## src/rtl/lock_search_ctrl.sv

```systemverilog
// lock_search_ctrl: frame sequencer and hit/miss lock hysteresis with fm4/fm8 mode search.
// Optional statistics counters are built only when LOCK_SEARCH_STATS_EN is defined.
module lock_search_ctrl #(
  parameter int MODE_W  = 3,
  parameter int CNT_W   = 4,
  parameter int DWELL   = 4,
  parameter int TIMEOUT = 32,
  parameter int STAT_W  = 16
) (
  input  logic              clk,
  input  logic              reset,
  input  logic              en_i,
  input  logic              hist_val_i,
  output logic              hist_rdy_o,
  output logic              hist_clr_o,
  output logic              calc_start_o,
  output logic [MODE_W-1:0] calc_mode_o,
  input  logic              calc_val_i,
  input  logic              calc_lock_i,
  input  logic [CNT_W-1:0]  lock_thr_i,
  input  logic [CNT_W-1:0]  unlock_thr_i,
  output logic              locked_o,
  output logic [MODE_W-1:0] mode_o,
  output logic              timeout_o,
  output logic [STAT_W-1:0] frame_cnt_o,
  output logic [STAT_W-1:0] loss_cnt_o
);

  localparam logic [MODE_W-1:0] FM4 = MODE_W'(1);
  localparam logic [MODE_W-1:0] FM8 = MODE_W'(2);
  localparam int TMO_W = $clog2(TIMEOUT + 1);
  // The timeout flag is registered, so expiry is decided one cycle early and
  // the pulse lands exactly TIMEOUT cycles after calc_start_o.
  localparam logic [TMO_W-1:0] TMO_LAST = TMO_W'(TIMEOUT - 2);

  typedef enum logic [2:0] {IDLE, WAIT_HIST, START, WAIT_RES, UPDATE} state_t;

  state_t            state_reg, state_next;
  logic [TMO_W-1:0]  tmo_cnt_reg, tmo_cnt_next;
  logic              hit_reg, hit_next;
  logic [CNT_W-1:0]  hit_cnt_reg, hit_cnt_next;
  logic [CNT_W-1:0]  miss_cnt_reg, miss_cnt_next;
  logic              locked_reg, locked_next;
  logic [MODE_W-1:0] mode_reg, mode_next;
  logic              timeout_reg, timeout_next;
  logic [31:0]       hit_inc, miss_inc, lock_lim, unlock_lim;

  function automatic logic [CNT_W-1:0] sat_inc(input logic [CNT_W-1:0] v);
    return (&v) ? v : v + CNT_W'(1);
  endfunction

  always_ff @(posedge clk) begin
    if (reset) begin
      state_reg    <= IDLE;
      tmo_cnt_reg  <= '0;
      hit_reg      <= 1'b0;
      hit_cnt_reg  <= '0;
      miss_cnt_reg <= '0;
      locked_reg   <= 1'b0;
      mode_reg     <= FM4;
      timeout_reg  <= 1'b0;
    end else begin
      state_reg    <= state_next;
      tmo_cnt_reg  <= tmo_cnt_next;
      hit_reg      <= hit_next;
      hit_cnt_reg  <= hit_cnt_next;
      miss_cnt_reg <= miss_cnt_next;
      locked_reg   <= locked_next;
      mode_reg     <= mode_next;
      timeout_reg  <= timeout_next;
    end
  end

  always_comb begin
    state_next    = state_reg;
    tmo_cnt_next  = tmo_cnt_reg;
    hit_next      = hit_reg;
    hit_cnt_next  = hit_cnt_reg;
    miss_cnt_next = miss_cnt_reg;
    locked_next   = locked_reg;
    mode_next     = mode_reg;
    timeout_next  = 1'b0;
    hit_inc       = 32'(hit_cnt_reg) + 32'd1;
    miss_inc      = 32'(miss_cnt_reg) + 32'd1;
    lock_lim      = (lock_thr_i == '0) ? 32'd1 : 32'(lock_thr_i);
    unlock_lim    = (unlock_thr_i == '0) ? 32'd1 : 32'(unlock_thr_i);
    hist_rdy_o    = (state_reg == WAIT_HIST);
    calc_start_o  = (state_reg == START);
    hist_clr_o    = (state_reg == START);

    case (state_reg)
      IDLE:      if (en_i) state_next = WAIT_HIST;
      WAIT_HIST: if (hist_val_i) state_next = START;
      START: begin
        tmo_cnt_next = '0;
        state_next   = WAIT_RES;
      end
      WAIT_RES: begin
        tmo_cnt_next = tmo_cnt_reg + TMO_W'(1);
        if (calc_val_i) begin
          hit_next   = calc_lock_i;
          state_next = UPDATE;
        end else if (tmo_cnt_reg == TMO_LAST) begin
          hit_next     = 1'b0;
          timeout_next = 1'b1;
          state_next   = UPDATE;
        end
      end
      UPDATE: begin
        state_next = WAIT_HIST;
        if (!locked_reg) begin
          if (hit_reg) begin
            miss_cnt_next = '0;
            if (hit_inc >= lock_lim) begin
              locked_next  = 1'b1;
              hit_cnt_next = '0;
            end else begin
              hit_cnt_next = sat_inc(hit_cnt_reg);
            end
          end else begin
            hit_cnt_next = '0;
            if (miss_inc >= 32'(DWELL)) begin
              mode_next     = (mode_reg == FM4) ? FM8 : FM4;
              miss_cnt_next = '0;
            end else begin
              miss_cnt_next = sat_inc(miss_cnt_reg);
            end
          end
        end else if (hit_reg) begin
          miss_cnt_next = '0;
        end else if (miss_inc >= unlock_lim) begin
          // Lock lost: search resumes from the mode we were locked on.
          locked_next   = 1'b0;
          hit_cnt_next  = '0;
          miss_cnt_next = '0;
        end else begin
          miss_cnt_next = sat_inc(miss_cnt_reg);
        end
      end
      default: state_next = IDLE;
    endcase

    if (!en_i) begin
      state_next    = IDLE;
      locked_next   = 1'b0;
      hit_cnt_next  = '0;
      miss_cnt_next = '0;
      timeout_next  = 1'b0;
    end
  end

  assign locked_o    = locked_reg;
  assign mode_o      = mode_reg;
  assign calc_mode_o = mode_reg;
  assign timeout_o   = timeout_reg;

`ifdef LOCK_SEARCH_STATS_EN
  logic [STAT_W-1:0] frame_cnt_reg, loss_cnt_reg;

  always_ff @(posedge clk) begin
    if (reset) begin
      frame_cnt_reg <= '0;
      loss_cnt_reg  <= '0;
    end else begin
      if (state_reg == UPDATE && en_i && !(&frame_cnt_reg))
        frame_cnt_reg <= frame_cnt_reg + STAT_W'(1);
      if (locked_reg && !locked_next && !(&loss_cnt_reg))
        loss_cnt_reg <= loss_cnt_reg + STAT_W'(1);
    end
  end

  assign frame_cnt_o = frame_cnt_reg;
  assign loss_cnt_o  = loss_cnt_reg;
`else
  assign frame_cnt_o = '0;
  assign loss_cnt_o  = '0;
`endif

endmodule

```

## config.mk

```make
export PLATFORM = sky130hd
export DESIGN_NAME = lock_search_ctrl
export DESIGN_NICKNAME = d
export VERILOG_FILES = /design/src/rtl/lock_search_ctrl.sv
export SDC_FILE = /design/constraint.sdc
export NUM_CORES = 1
export LEC_CHECK = 0
export CORE_MARGIN = 2
export CORE_UTILIZATION = 35
export DETAILED_ROUTE_END_ITERATION = 8
export DONT_BUFFER_PORTS = 1
export GPL_TIMING_DRIVEN = 0
export PLACE_DENSITY = 0.45
export SLEW_MARGIN = 10
export SYNTH_ARGS = -nofsm -noshare
export SYNTH_HDL_FRONTEND = slang
export SYNTH_SLANG_ARGS = --single-unit
```

## constraint.sdc

```tcl
create_clock -name clk -period 5.58 [get_ports clk]
set_clock_uncertainty 0.1 [all_clocks]
set_input_delay 0.558 -clock clk [delete_from_list [all_inputs] [get_ports clk]]
set_output_delay 0.558 -clock clk [all_outputs]
set_load 0.02 [all_outputs]
```

Word level (Yosys, flattened, before mapping)
Index checks and enable logic that the tools add are counted.
W data, S select, Z words.
- add/sub/neg operators: 5
- magnitude comparators: 3
- equality and inequality tests: 11
- multiplexer cells: 28
- bitwise gates (word level): 4
- reductions and logical operators: 14
- operators by type and width (kind ; count):
    $mux W4 ; 14
    $reduce_and A4 Y1 ; 4
    $pmux W3 S4 ; 1
    $pmux W6 S2 ; 1
    $add A4 B1 Y5 const B ; 2
    $ge A5 B4 Y1 ; 2
    $mux W3 ; 3
    $add A4 B1 Y4 const B ; 2
    $logic_not A4 Y1 ; 2
    $mux W1 ; 8
    $add A6 B1 Y6 const B ; 1
    $eq A3 B1 Y1 const B ; 2
    $eq A3 B2 Y1 const B ; 2
    $eq A6 B5 Y1 const B ; 1
    $ne A3 B3 Y1 const B ; 2
    $ge A5 B3 Y1 const B ; 1
    $ne A2 B2 Y1 const B ; 2
    $not A1 Y1 ; 4
    $reduce_and A2 Y1 ; 2
    $reduce_bool A2 Y1 ; 2
    $reduce_or A2 Y1 ; 2
    $reduce_or A4 Y1 ; 1
    $eq A3 B3 Y1 const B ; 1
    $logic_not A3 Y1 ; 1
    other kinds (2) ; 2
- register bits after elaboration: 23
- input port bits: 14
- output and inout port bits: 43
- logic and storage cells: 73

Depth between registers and ports, before layout
- word-level depth: 6
- depth in mapped cells: 9

Worst setup path after synthesis
Ideal clock, no wire load.
- path type: input port to flip-flop
- from: in unlock_thr_i[2]
- to: reg miss_cnt_reg[0]
- setup time: 0.133 ns
- data arrival time: 1.914 ns
- data required time: 5.347 ns
- setup slack: 3.433 ns
- cell stages on the path: 8
- path buffers: 0
- path through: inv_1 > a31o_2 > ha_1 > nor2b_1 > o21ai_0 > a21oi_1 > a221oi_1 > nor3_1
- cells in the longest elaborated chain, start to end: 6
- ends and longest elaborated chain (item ; RTL line ; RTL):
    from (decl) ; 21 ; input logic [CNT_W-1:0] unlock_thr_i,
    $logic_not A4 Y1 ; 86 ; unlock_lim = (unlock_thr_i == '0) ? 32'd1 : 32'(unlock_thr_i);
    $mux W4 (*) ; 86 ;
    $ge A5 B4 Y1 (*) ; 131 ; end else if (miss_inc >= unlock_lim) begin
    $mux W4 (*) ; 131 ;
    $mux W4 (*) ; 129 ; end else if (hit_reg) begin
    $mux W4 (*) ; 111 ; if (!locked_reg) begin
    to (signal assigned) ; 67 ; miss_cnt_reg <= miss_cnt_next;
    to (decl) ; 42 ; logic [CNT_W-1:0] miss_cnt_reg, miss_cnt_next;
Mark *: on every way between the ends. The rest lies on a longest branch, timed or not.
A chain may end at the register's enable or synchronous reset.

Worst setup path in the final report
- from: reg miss_cnt_reg[0]
- to: reg miss_cnt_reg[0]
- cells in the longest elaborated chain, start to end: 5
- elaborated cells on any way between the ends: 11
- classes of those cells: 2 x add/sub; 2 x order compare; 6 x mux; 1 x reduce/logical
- ends and longest elaborated chain (item ; RTL line ; RTL):
    $add A4 B1 Y5, or another cell as far along ; 84 ; miss_inc = 32'(miss_cnt_reg) + 32'd1;
    $ge A5 B3 Y1, or another cell as far along ; 122 ; if (miss_inc >= 32'(DWELL)) begin
    $mux W4, on equally long branches ; 122, 131 ;
    $mux W4, on equally long branches ; 112, 129 ;
    $mux W4 (*) ; 111 ;
Marks and branches as above.

==> metrics.md <==
| Metric | Value |
|---|---|
| EDFF count, synth | 0 |
| CTS Root Cell | clkbuf_8 |
| # resized after CTS | 0 |
| Worst-path clk slew | 0.08 ns |
| Worst setup path category | reg2reg |
| Max Cap Viol | 0 |
| Main synth FF type | dfxtp_1 |
| Hold Startpoint | calc_val_i |
| Adder-Cell Fraction of Synth Area | 0.09797 |
| TritonCTS Sinks | 22 |
| P per Cell Area | 187.6 mW/mm2 |
| Total GRT Usage | 0.1097 |
| Grt ovf | 0 |
| Area Overhead vs Synth | 15.82% |
| Chip Height | 72.88 um |
| Total core area | 0.004661 mm2 |
| Worst skew pair latency | 0.26 ns |
| Synth top area share | 0.2653 |
| CTS Hold Bufs | 0 |
| Worst Path Buf+Inv | 0 |
| CP max stage cell | dfxtp_1 |
| # port buffers | 0 |
| Layout cells sized above 1 | 0.2163 |
| Most frequent cell after synthesis | buf_4 |
| Worst Setup End Kind | flip-flop |
| Max Slew Vio Count | 0 |
| Total Wirelength | 2992 um |
| Post-detail-place hpwl | 2371 um |
| Synth async-reset ratio | 0 |
| Row count | 25 |
| Initial antenna violation count | 0 |
| Final hold violations | 0 |
| Compound-Gate Fraction of Synth Area | 0.1537 |
| Relative slew slack | 0.5096 |
| Postcts setup bufs | 0 |
| Starting density of the core | 0.3562 |
| Max Root-Sink Buffers | 2 |
| Die footprint | 0.005311 mm2 |
| Leak pwr | 0.9170 nW |
| Hold Path Class | in2reg |
| Cell family with most CP delay | compound AO/OA/AOI/OAI gates |
| Top post-synthesis cells by count | buf_4, dfxtp_1, nand2_1 |
| Nets | 273 |
| Cell variety after synth | 42 |
| Largest family of logic cells by synthesized area | simple AND/OR/NAND/NOR gates |
| Die X | 72.88 um |
| Initial drt markers | 35 |
| Number of global-route vias before repair | 1052 |
| Final Util | 0.4126 |
| ANT cells | 0 |
| Tcrit/Tclk final | 0.4347 |
| Dpl cell area | 0.001852 mm2 |
| Crit-path max FO | 6 |
| Hold WS | 0.2536 ns |
| R2R Path Start | miss_cnt_reg[0]$_SDFFE_PP0N_ |
| Critical path origin | miss_cnt_reg[0]$_SDFFE_PP0N_ |
| Crit path arrival time | 2.45 ns |
| Final setup viols | 0 |
| Total vias in the final route | 1303 |
| Tightest Pin Transition | 0.7341 ns |
| VDD IR-drop max | 84.07 uV |
| Min Tclk post-route | 2.426 ns |
| Top post-synthesis cells by area | dfxtp_1, buf_4, ha_1, a21oi_1, nand2_1 |
| Seq/Total Area, Yosys | 0.2653 |
| Initial DRT Pass Iterations | 4 |
| CTS buffer count | 3 |
| Max Clk Rate | 412.3 MHz |
| Syn. warnings | 0 |
| Syn_area_per_cell | 7.982 um2 |
| Ports | 57 |
| Via-to-Cell Ratio | 4.358 |
| Worst path required time | 5.61 ns |
| CTS H-tree depth | 1 |
| Crit-path cells | ha_1, xor2_1, ha_1, nand2_1, o21ai_0, a21oi_1, a221oi_1, nor3_1 |
| Critical Path Source Type | flip-flop |
| Flop2flop setup slack | 3.15 ns |
| Worst path max stage delay | 0.45 ns |
| CTS tree | yes |
| Post-route design area | 0.001923 mm2 |
| Status | complete, no violations |
| XOR/XNOR Fraction of Synth Area | 0.02638 |
| Routed len/inst | 10.01 um |
| Setup TNS | 0 ns |
| Hold-critical path depth | 1 |
| Leading area contributor after synthesis | dfxtp_1 |
| Post-synthesis simple-gate area fraction | 0.2178 |
| Worst R2R Path Depth | 8 |
| RSZ-0062 raised after global routing | no |
| Worst Hold End | timeout_o$_SDFF_PP0_ |
| Max reg flops | 6 |
| Most common cell on crit path | ha_1 |
| ANT nets after route | 0 |
| Largest net degree at the start of global routing | 14 |
| Placer Congestion | 0.7924 |
| Worst R2R End | miss_cnt_reg[0]$_SDFFE_PP0N_ |
| First-pass GRT wire length | 4712 um |
| Multiplexer area fraction after synthesis | 0.02487 |
| Post-Syn Instances | 208 |
| Synth Cell Area | 0.001660 mm2 |
| #FFs+latches synth | 22 |
| Drt drc | 0 |
## worst max-delay path by stage
| stage | end | cells after the start |
|---|---|---|
| 2_1_floorplan | miss_cnt_reg[0]$_SDFFE_PP0N_ | 8 |
| 3_3_place_gp | miss_cnt_reg[0]$_SDFFE_PP0N_ | 8 |
| 3_5_place_dp | miss_cnt_reg[0]$_SDFFE_PP0N_ | 8 |
| 4_1_cts | miss_cnt_reg[0]$_SDFFE_PP0N_ | 8 |
| 5_1_grt | miss_cnt_reg[0]$_SDFFE_PP0N_ | 8 |
| 6_report | miss_cnt_reg[0]$_SDFFE_PP0N_ | 8 |
## area by class of cell
| class | instances | area (um2) |
|---|---|---|
| tap | 54 | 67.56 |
| fill | 508 | 2738 |
| clock buffer | 3 | 41.29 |
| sequential | 22 | 440.4 |
| buffer | 43 | 310.3 |
| clock inverter | 1 | 30.03 |
| multi-input combinational | 165 | 992.2 |
| inverter | 11 | 41.29 |
## per-stage QoR
| stage | power [mW] | worst slack (ns) | cells |
|---|---|---|---|
| 2_1_floorplan | 0.2134 | 3.433 | 241 |
| 3_3_place_gp | 0.2170 | 3.115 | 295 |
| 3_5_place_dp | 0.2171 | 3.135 | 295 |
| 4_1_cts | 0.3686 | 3.123 | 299 |
| 5_1_grt | 0.3786 | 3.001 | 299 |
| 6_report | 0.3609 | 3.154 | 299 |
## power breakdown
part / total (mW) / switching (mW) / internal [mW] / leakage, nW
combinational: 0.0559 / 0.0341 / 0.0218 / 0.704
clock: 0.147 / 0.0514 / 0.0957 / 0.0357
sequential: 0.158 / 0.000333 / 0.157 / 0.177
total: 0.361 / 0.0859 / 0.275 / 0.917
## cell families (layout without fill, tap and decap cells)
kind of cell | Yosys count | count (layout)
AOI/OAI and AO/OA | 38 | 38
DFF | 22 | 22
muxes | 4 | 4
and+or+nand+nor | 71 | 71
xor gates and xnor gates | 5 | 5
adders and majority gates | 13 | 13
buffers and inverters | 54 | 58
other | 1 | 34
## layer usage
metal | routed length (um) | track usage | vias up | part of all wire
li1 | - | - | 725 | -
met5 | 0 | 0 | - | 0
met2 | 1311 | 0.1747 | 29 | 0.44
met1 | 1482 | 0.1420 | 547 | 0.50
met4 | 25 | 0.04321 | 0 | 0.0084
met3 | 172 | 0.02762 | 2 | 0.057
## layout by cell type (no fill, tap or decap), drive strengths merged, types with 2 or more instances in the layout
cell / netlist / final
buf: 38 / 38
conb: 1 / 34
dfxtp: 22 / 22
nand2: 18 / 18
nor2: 15 / 15
a21oi: 13 / 13
ha: 13 / 13
inv: 11 / 11
nor3: 9 / 9
clkbuf: 5 / 8
nand3: 7 / 7
o21ai: 7 / 7
nand2b: 4 / 4
nand3b: 4 / 4
xor2: 3 / 3
nor2b: 3 / 3
mux2i: 3 / 3
nand4: 3 / 3
a211oi: 3 / 3
a31o: 2 / 2
xnor2: 2 / 2
nor3b: 2 / 2
a31oi: 2 / 2
o211ai: 2 / 2
o22ai: 2 / 2
Note: power is estimated with default switching activity, not from simulation.
